<file path="src/rtl/multi_timer_pkg.sv">
// multi_timer_pkg: shared state type, mode encodings and select-width helper for multi_timer
package multi_timer_pkg;
  typedef enum logic {IDLE = 1'b0, RUN = 1'b1} state_t;
  localparam logic ONE_SHOT = 1'b0;
  localparam logic PERIODIC = 1'b1;
  function automatic int sel_bits(input int channels);
    return channels > 1 ? $clog2(channels) : 1;
  endfunction
endpackage

</file>
<file path="src/rtl/timer_channel.sv">
// timer_channel: one down-counting timer (one-shot/periodic) with level irq; count port only with MULTI_TIMER_READBACK_EN
module timer_channel import multi_timer_pkg::*; #(
  parameter int BITS = 32
) (
  input  logic            clk,
  input  logic            nreset,
  input  logic            tick,
  input  logic            wr,
  input  logic [BITS-1:0] value,
  input  logic            periodic,
  input  logic            clr,
  output logic            irq,
  output logic            running
`ifdef MULTI_TIMER_READBACK_EN
  ,
  output logic [BITS-1:0] count
`endif
);
  state_t state, state_n;
  logic [BITS-1:0] cnt, cnt_n, reload, reload_n;
  logic mode, mode_n, irq_n, expire;
  always_comb begin
    expire = state == RUN && cnt == '0;
    state_n = state;
    cnt_n = cnt;
    reload_n = reload;
    mode_n = mode;
    irq_n = irq & ~clr;
    if (wr) begin
      cnt_n = value;
      reload_n = value;
      mode_n = periodic;
      irq_n = 1'b0;
      state_n = (periodic == PERIODIC && value == '0) ? IDLE : RUN;
    end else if (expire) begin
      irq_n = 1'b1;
      state_n = mode == PERIODIC ? RUN : IDLE;
      cnt_n = mode == PERIODIC ? reload : cnt;
    end else if (state == RUN && tick) begin
      cnt_n = cnt - 1'b1;
    end
  end
  always_ff @(posedge clk)
    if (!nreset) begin
      state <= IDLE;
      cnt <= '0;
      reload <= '0;
      mode <= ONE_SHOT;
      irq <= 1'b0;
    end else begin
      state <= state_n;
      cnt <= cnt_n;
      reload <= reload_n;
      mode <= mode_n;
      irq <= irq_n;
    end
  assign running = state == RUN;
`ifdef MULTI_TIMER_READBACK_EN
  assign count = cnt;
`endif
endmodule

</file>
<file path="src/rtl/multi_timer.sv">
// multi_timer: CHANNELS timers on a shared prescaler; MULTI_TIMER_READBACK_EN adds registered rdata of counter[sel]
module multi_timer import multi_timer_pkg::*; #(
  parameter int BITS           = 32,
  parameter int CHANNELS       = 4,
  parameter int SEL_BITS       = sel_bits(CHANNELS),
  parameter int PRESCALE_BITS  = 5,
  parameter int PRESCALE_VALUE = 26
) (
  input  logic                clk,
  input  logic                nreset,
  input  logic                nwr,
  input  logic [SEL_BITS-1:0] sel,
  input  logic [BITS-1:0]     value,
  input  logic                periodic,
  input  logic [CHANNELS-1:0] interrupt_clear,
  output logic [CHANNELS-1:0] interrupt,
  output logic                irq_any,
  output logic [CHANNELS-1:0] running
`ifdef MULTI_TIMER_READBACK_EN
  ,
  output logic [BITS-1:0]     rdata
`endif
);
  logic [PRESCALE_BITS-1:0] prescaler;
  logic tick;
`ifdef MULTI_TIMER_READBACK_EN
  logic [BITS-1:0] count [CHANNELS];
`endif
  assign tick = prescaler == PRESCALE_BITS'(PRESCALE_VALUE);
  always_ff @(posedge clk)
    prescaler <= (!nreset || tick) ? '0 : prescaler + 1'b1;
  for (genvar c = 0; c < CHANNELS; c++) begin : g_ch
    timer_channel #(.BITS(BITS)) u_ch (
      .clk      (clk),
      .nreset   (nreset),
      .tick     (tick),
      .wr       (!nwr && sel == SEL_BITS'(c)),
      .value    (value),
      .periodic (periodic),
      .clr      (interrupt_clear[c]),
      .irq      (interrupt[c]),
      .running  (running[c])
`ifdef MULTI_TIMER_READBACK_EN
      ,
      .count    (count[c])
`endif
    );
  end
  assign irq_any = |interrupt;
`ifdef MULTI_TIMER_READBACK_EN
  always_ff @(posedge clk)
    rdata <= (!nreset || int'(sel) >= CHANNELS) ? '0 : count[sel];
`endif
endmodule

</file>
<file path="config.mk">
export PLATFORM = sky130hd
export DESIGN_NAME = multi_timer
export DESIGN_NICKNAME = d
export VERILOG_FILES = /design/src/rtl/multi_timer_pkg.sv /design/src/rtl/timer_channel.sv /design/src/rtl/multi_timer.sv
export SDC_FILE = /design/constraint.sdc
export NUM_CORES = 1
export LEC_CHECK = 0
export ABC_AREA = 0
export CAP_MARGIN = 20
export CORE_MARGIN = 2
export CORE_UTILIZATION = 59
export CTS_CLUSTER_SIZE = 40
export DETAILED_ROUTE_END_ITERATION = 7
export PLACE_DENSITY = 0.76
export SLEW_MARGIN = 40
export SYNTH_ARGS = -nofsm -noshare
export SYNTH_HDL_FRONTEND = slang
export SYNTH_HIERARCHICAL = 1
export SYNTH_SLANG_ARGS = --single-unit
</file>
<file path="constraint.sdc">
create_clock -name clk -period 3.55 [get_ports clk]
set_input_delay 0.71 -clock clk [delete_from_list [all_inputs] [get_ports clk]]
set_output_delay 0.71 -clock clk [all_outputs]
set_load 0.05 [all_outputs]
</file>
==> metrics.csv, run 1 <==
metric,value,unit
die_w,160,microns
io_buffers,50,
pwr-share-seq,41.3,%
clkSlewWorstSetupHoldPaths,0.06,ns
synth_cells,1743,
synth-seq-cells,273,
grt_use_met1,44.9,%
ctsResizeCount,0,
cts_buffer_depth,3,
grt_pass1_vias,12700,
area_growth,13.9,%
arrival,2.31,ns
cp.required,2.84,ns
final.min_clock_period,3.02,ns
route.vias.total,13800,
die_h,160,microns
numCtsBuffers,31,
setup_viol,0,
grt_busiest_layer,met2,
fmax,0.332,GHz
clkPwrFrac,40.4,%
first_iter_violations,1568,
hpwl,28000,microns
routed_wl,42300,microns
ys_types,59,
ctsHoldBuffers,0,
clock-sinks,273,
critPathSlowestCell,clkdlybuf4s50_1,
syn_area,14300,sq um
hold_viol,0,
drtAntennaViolNets,0,
crit_fanout,3,
antenna_found_initial,0,
drive_above_1_share,9.17,%
power_density,493,nW/um^2
wl_per_cell,20.1,microns
worstSetupPathType,reg2out,
cts_tree,done,
ys_async_sr_fraction,0,%
worst_skew_pair.late_latency,0.56,ns
sw_frac_of_total,28.3,%
total_power,8.03,mW
synth-main-ff-cell,dfxtp_1,
cp-start-kind,register,
relSlewSlack,38.8,%
met3_usage,4.99,%
finalMaxSlewViolations,0,
tns,0,ns
coreArea,24000,sq um
firstDrtPassIters,7,
grt.overflow.total,0,
hp-class,reg2reg,
path_cells,"or4_1, clkdlybuf4s50_1",
avgSynthCellArea,8.21,sq um
post-route-period-util,85.0,%
routed_via_density,6.54,
worst_slew_pin_slew,0.914,ns
pin_count,51,
syn_nets,1791,
skew,0.0129,ns
cp_slowest_stage_delay,0.74,ns
cts_setup_buffers,0,
finish.utilization,67.8,%
row_count,57,
die_area,25500,sq um
grt_use_total,32.3,%
drv_cap,0,
yosysSeqAreaShare,38.2,%
diodes,0,
grt_pass1_wl,67700,microns
peakVddDrop,0.426,mV
initial_core_util,59.6,%
nets,1805,
yosys_warnings,6,
grt_max_degree,117,
htreeDepth,1,
drc_errors,0,
p_sw,2.28,mW
p_int,5.76,mW
grt_use_met2,51.1,%
rsz0062_at_grt,false,
leakage,5.69,nW
pwr-share-comb,18.3,%
routabilityCongestion,0.902,
status,completed,
root_buffer,clkbuf_16,
crit_path_end_kind,primary output,
synth_edf_count,0,
-- final timing paths --
check	start	endpoint	slack, ns	cells past startpoint
setup / recovery	g_ch[3].u_ch/irq	irq_any	0.53	2
hold / removal	g_ch[0].u_ch/cnt[27]	g_ch[0].u_ch/cnt[27]	0.46	2
hold reg to reg	g_ch[0].u_ch/cnt[27]	g_ch[0].u_ch/cnt[27]	0.46	2
setup reg to reg	g_ch[1].u_ch/cnt[0]	g_ch[1].u_ch/cnt[8]	0.63	9
-- cell families after synthesis --
logic type      after synthesis  share of synthesized area, %
fa+ha+maj                     6                         0.524
mux                          24                          1.68
buf+inv                     154                          4.41
simple gates                653                          23.6
xor+xnor                     85                          5.20
compound gates              548                          26.4
flops                       273                          38.2
-- cells in the mapped netlist, types with 12 or more instances --
master / count / area share [%]
nor4_1: 52 / 2.3
a31oi_1: 100 / 4.4
nor3_1: 69 / 2.4
or4_1: 21 / 1.1
clkbuf_1: 100 / 2.6
xnor2_1: 41 / 2.5
dfxtp_1: 273 / 38
mux2i_1: 24 / 1.7
nand3_1: 44 / 1.5
buf_2: 20 / 0.70
nand2_1: 268 / 7.0
a21boi_0: 116 / 6.1
o21a_1: 12 / 0.63
o21ai_0: 122 / 4.3
nor2_1: 60 / 1.6
or3_1: 28 / 1.2
nand4_1: 16 / 0.70
o221ai_1: 12 / 0.73
a211o_1: 20 / 1.2
xor2_1: 44 / 2.7
o31a_1: 12 / 0.73
o211ai_1: 76 / 4.0
o31ai_1: 16 / 0.84
nor2b_1: 28 / 1.2
inv_1: 21 / 0.55
a211oi_1: 12 / 0.63
-- layout make-up --
| type | count | area (sq um) |
|---|---|---|
| Tap cell | 324 | 405 |
| Fill cell | 2019 | 7740 |
| Clock buffer | 43 | 891 |
| Multi-Input combinational cell | 1316 | 8260 |
| Timing Repair Buffer | 114 | 1050 |
| Clock inverter | 11 | 139 |
| Sequential cell | 273 | 5470 |
| Inverter | 21 | 78.8 |
-- critical path, delay by kind of cell (launching register included) --
kind / cells / cell delay [ns]
and+or+nand+nor: 1 / 0.59
DFF: 1 / 0.42
buffers and inverters: 1 / 0.74
-- routing by layer --
layer / part of all wire [%] / up-vias
met4: 3.8 / 0
li1: - / 6493
met1: 43 / 6551
met2: 45 / 575
met5: 0 / -
met3: 8.3 / 135
-- power groups by stage --
stage	sequential [mW]	clock, mW	combinational (mW)
floorplan	3.35	0	1.04
global placement	3.37	0	1.40
detailed placement	3.38	0	1.43
CTS	3.31	3.27	1.45
global route	3.33	3.40	1.61
finish	3.32	3.25	1.47
-- placed cells by master (no fill, tap or decap), types with 20 or more instances in the layout --
master and instances:
inv_1 21, xor2_1 44, a211o_1 20, nand2_1 268, o21ai_0 122, buf_4 58
a21boi_0 116, or4_1 21, clkdlybuf4s50_1 49, nand3_1 44, o211ai_1 76, a31oi_1 100
dfxtp_1 273, nor4_1 52, nor2b_1 28, xnor2_1 41, nor3_1 68, mux2i_1 24
nor2_1 60, clkbuf_16 31, or3_1 28
-- sequential cells by signal, indices dropped and copies added (netlist names) --
register and cells:
g_ch.u_ch/mode 4, prescaler 5, g_ch.u_ch/reload 128, g_ch.u_ch/irq 4, g_ch.u_ch/cnt 128, g_ch.u_ch/running 4
-- stage by stage --
step / worst slack (ns) / instances / instance area [sq um] / hold WS (ns)
after floorplan: 1.13 / 1743 / 14300 / 0.436
after global placement: 0.516 / 2045 / 15200 / 0.449
after detailed placement: 0.463 / 2048 / 15300 / 0.459
after CTS: 0.495 / 2102 / 16300 / 0.466
after global routing: 0.320 / 2102 / 16300 / 0.487
final: 0.534 / 2102 / 16300 / 0.465
No activity file was read; power rests on OpenSTA's default activity.
==> run 2, diff against run 1 <==
--- a/config.mk
+++ b/config.mk
@@ -8,7 +8,7 @@
 export ABC_AREA = 0
 export CAP_MARGIN = 20
 export CORE_MARGIN = 2
-export CORE_UTILIZATION = 59
+export CORE_UTILIZATION = 56
 export CTS_CLUSTER_SIZE = 40
 export DETAILED_ROUTE_END_ITERATION = 7
 export PLACE_DENSITY = 0.76
==> constraint.sdc (replaced) <==
create_clock -name clk -period 2.57 [get_ports clk]
set_input_delay 0.514 -clock clk [delete_from_list [all_inputs] [get_ports clk]]
set_output_delay 0.514 -clock clk [all_outputs]
set_load 0.05 [all_outputs]
==> run 2 against run 1 <==
  * Die area up 5.2%
  * Worst setup slack worse by 0.47 ns
  * Sequential power up 38%
  * Sequential share of layout area down 2.2 points
  * Highest routed layer is now met5
  * Largest cell class unchanged
  * Clock skew down 0.0024 ns
  * Via count up 3.6%
  * First-iteration DRC count down 3.0%
  * Power up 40%
  * Final area up 7.1%
  * Core utilization up 1.7 points
==> metrics.csv, run 2 (synthesized netlist as in run 1, its figures left out) <==
metric,value,unit,change
dp_slack,-0.0965,ns,-0.560 ns
finalMaxSlewViolations,0,,unchanged
routabilityCongestion,0.921,,+2.2%
row_count,58,,+1.8%
die_h,164,microns,+2.6%
hpwl,29800,microns,+6.3%
ctsHoldBuffers,0,,unchanged
first_iter_violations,1521,,-3.0%
worstSetupPathType,reg2out,,
status,completed,,
initial_core_util,57.0,%,-2.5 points
crit_fanout,3,,unchanged
nets,1914,,+6.0%
peakVddDrop,0.548,mV,+29%
diodes,0,,unchanged
post-route-period-util,97.3,%,
grt_pass1_vias,13000,,+2.3%
die_w,164,microns,+2.6%
reg2reg_slack,0.09,ns,-0.54 ns
cts_tree,done,,
antenna_found_initial,1,,+1
route.vias.total,14200,,+3.6%
final.min_clock_period,2.50,ns,
hp-class,in2reg,,
grt.overflow.total,0,,unchanged
drv_cap,0,,unchanged
wl_per_cell,20.1,microns,about the same
clkSlewWorstSetupHoldPaths,0.06,ns,about the same
pin_count,51,,unchanged
arrival,1.99,ns,-0.32 ns
grt_pass1_wl,68900,microns,+1.8%
fin_area,17500,sq um,+7.1%
cts_buffer_depth,3,,unchanged
met3_usage,4.82,%,-0.16 points
setup_slack,0.0685,ns,-0.466 ns
io_buffers,50,,unchanged
leakage,6.31,nW,+11%
crit_path_end_kind,primary output,,
worst_skew_pair.late_latency,0.56,ns,about the same
setup_viol,0,,unchanged
relSlewSlack,56.4,%,+18 points
top_regs,"g_ch.u_ch/cnt (128), g_ch.u_ch/reload (128), prescaler (5)",,
grt_use_met2,49.5,%,-1.6 points
drive_above_1_share,15.3,%,+6.1 points
cp.required,2.06,ns,-0.78 ns
numCtsBuffers,30,,-3.2%
finish.utilization,69.5,%,+1.7 points
cp-start-kind,register,,
routed_wl,44700,microns,+5.6%
root_buffer,clkbuf_16,,
htreeDepth,1,,unchanged
coreArea,25100,sq um,+4.5%
grt_max_degree,86,,-26%
grt_busiest_layer,met2,,
rsz0062_at_grt,true,,
firstDrtPassIters,6,,-1
post_dp_cell_area,16100,sq um,+5.6%
grt_use_total,31.9,%,-0.30 points
layout_common_cells,"273 x dfxtp_1, 264 x nand2_1, 147 x buf_4, 121 x o21ai_0, 116 x a21boi_0",,
clock-sinks,273,,unchanged
power_density,646,nW/um^2,+31%
dp.cells,2148,,+4.9%
drtAntennaViolNets,0,,unchanged
area_growth,21.9,%,
fmax,0.400,GHz,
die_area,26900,sq um,+5.2%
fin_cells,2218,,+5.5%
hold_viol,0,,unchanged
drc_errors,0,,unchanged
worst_slew_pin_slew,0.652,ns,-0.262 ns
total_power,11.3,mW,+40%
mostFrequentLayoutCell,dfxtp_1,,
skew,0.0105,ns,-0.00237 ns
routed_via_density,6.42,,-1.8%
grt_use_met1,43.7,%,-1.2 points
[run 2: layer usage]
| metal | vias up | routed length, microns |
|---|---|---|
| met5 | - | 13 |
| met4 | 2 | 2260 |
| met3 | 134 | 3670 |
| met2 | 603 | 19700 |
| met1 | 6788 | 19000 |
| li1 | 6718 | - |
[run 2: power breakdown]
part | total (mW) | switching (mW) | leakage, nW | internal (mW)
sequential | 4.58 | 0.170 | 2.22 | 4.41
clock | 4.38 | 1.76 | 0.496 | 2.62
combinational | 2.32 | 1.28 | 3.59 | 1.04
total | 11.3 | 3.21 | 6.31 | 8.07
[run 2: what timing repair did]
item / in CTS / in global routing
gates cloned: 0 / 5
buffers inserted: 2 / 9
endpoints found under the setup margin: 4 / 125
gates resized for setup: 4 / 35
pin swaps: 0 / 2
[run 2: layout make-up]
type	instances	area, sq um
Clock inverter	8	92.6
Sequential cell	273	5470
Inverter	21	78.8
Fill cell	2033	7650
Tap cell	330	413
Timing Repair Buffer	223	2090
Multi-Input combinational cell	1317	8400
Clock buffer	46	912
[run 2: metrics by stage]
stage / hold slack, ns / TNS, ns
3_3_place_gp: 0.447 / -0.336
6_report: 0.384 / 0
4_1_cts: 0.375 / 0
2_1_floorplan: 0.436 / 0
5_1_grt: 0.396 / -0.107
3_5_place_dp: 0.453 / -0.344
[run 2: worst paths after layout]
| check | start | to | cells past startpoint |
|---|---|---|---|
| min reg2reg | g_ch[0].u_ch/cnt[27] | g_ch[0].u_ch/cnt[27] | 2 |
| min | nreset | g_ch[3].u_ch/cnt[27] | 3 |
| max | g_ch[1].u_ch/irq | irq_any | 2 |
| max reg2reg | g_ch[0].u_ch/cnt[7] | g_ch[0].u_ch/cnt[11] | 9 |
[run 2: worst max-delay path: stages (launching register included)]
cell and delay (ns):
dfxtp_1 0.36, or4_1 0.61, dlygate4sd2_1 0.46
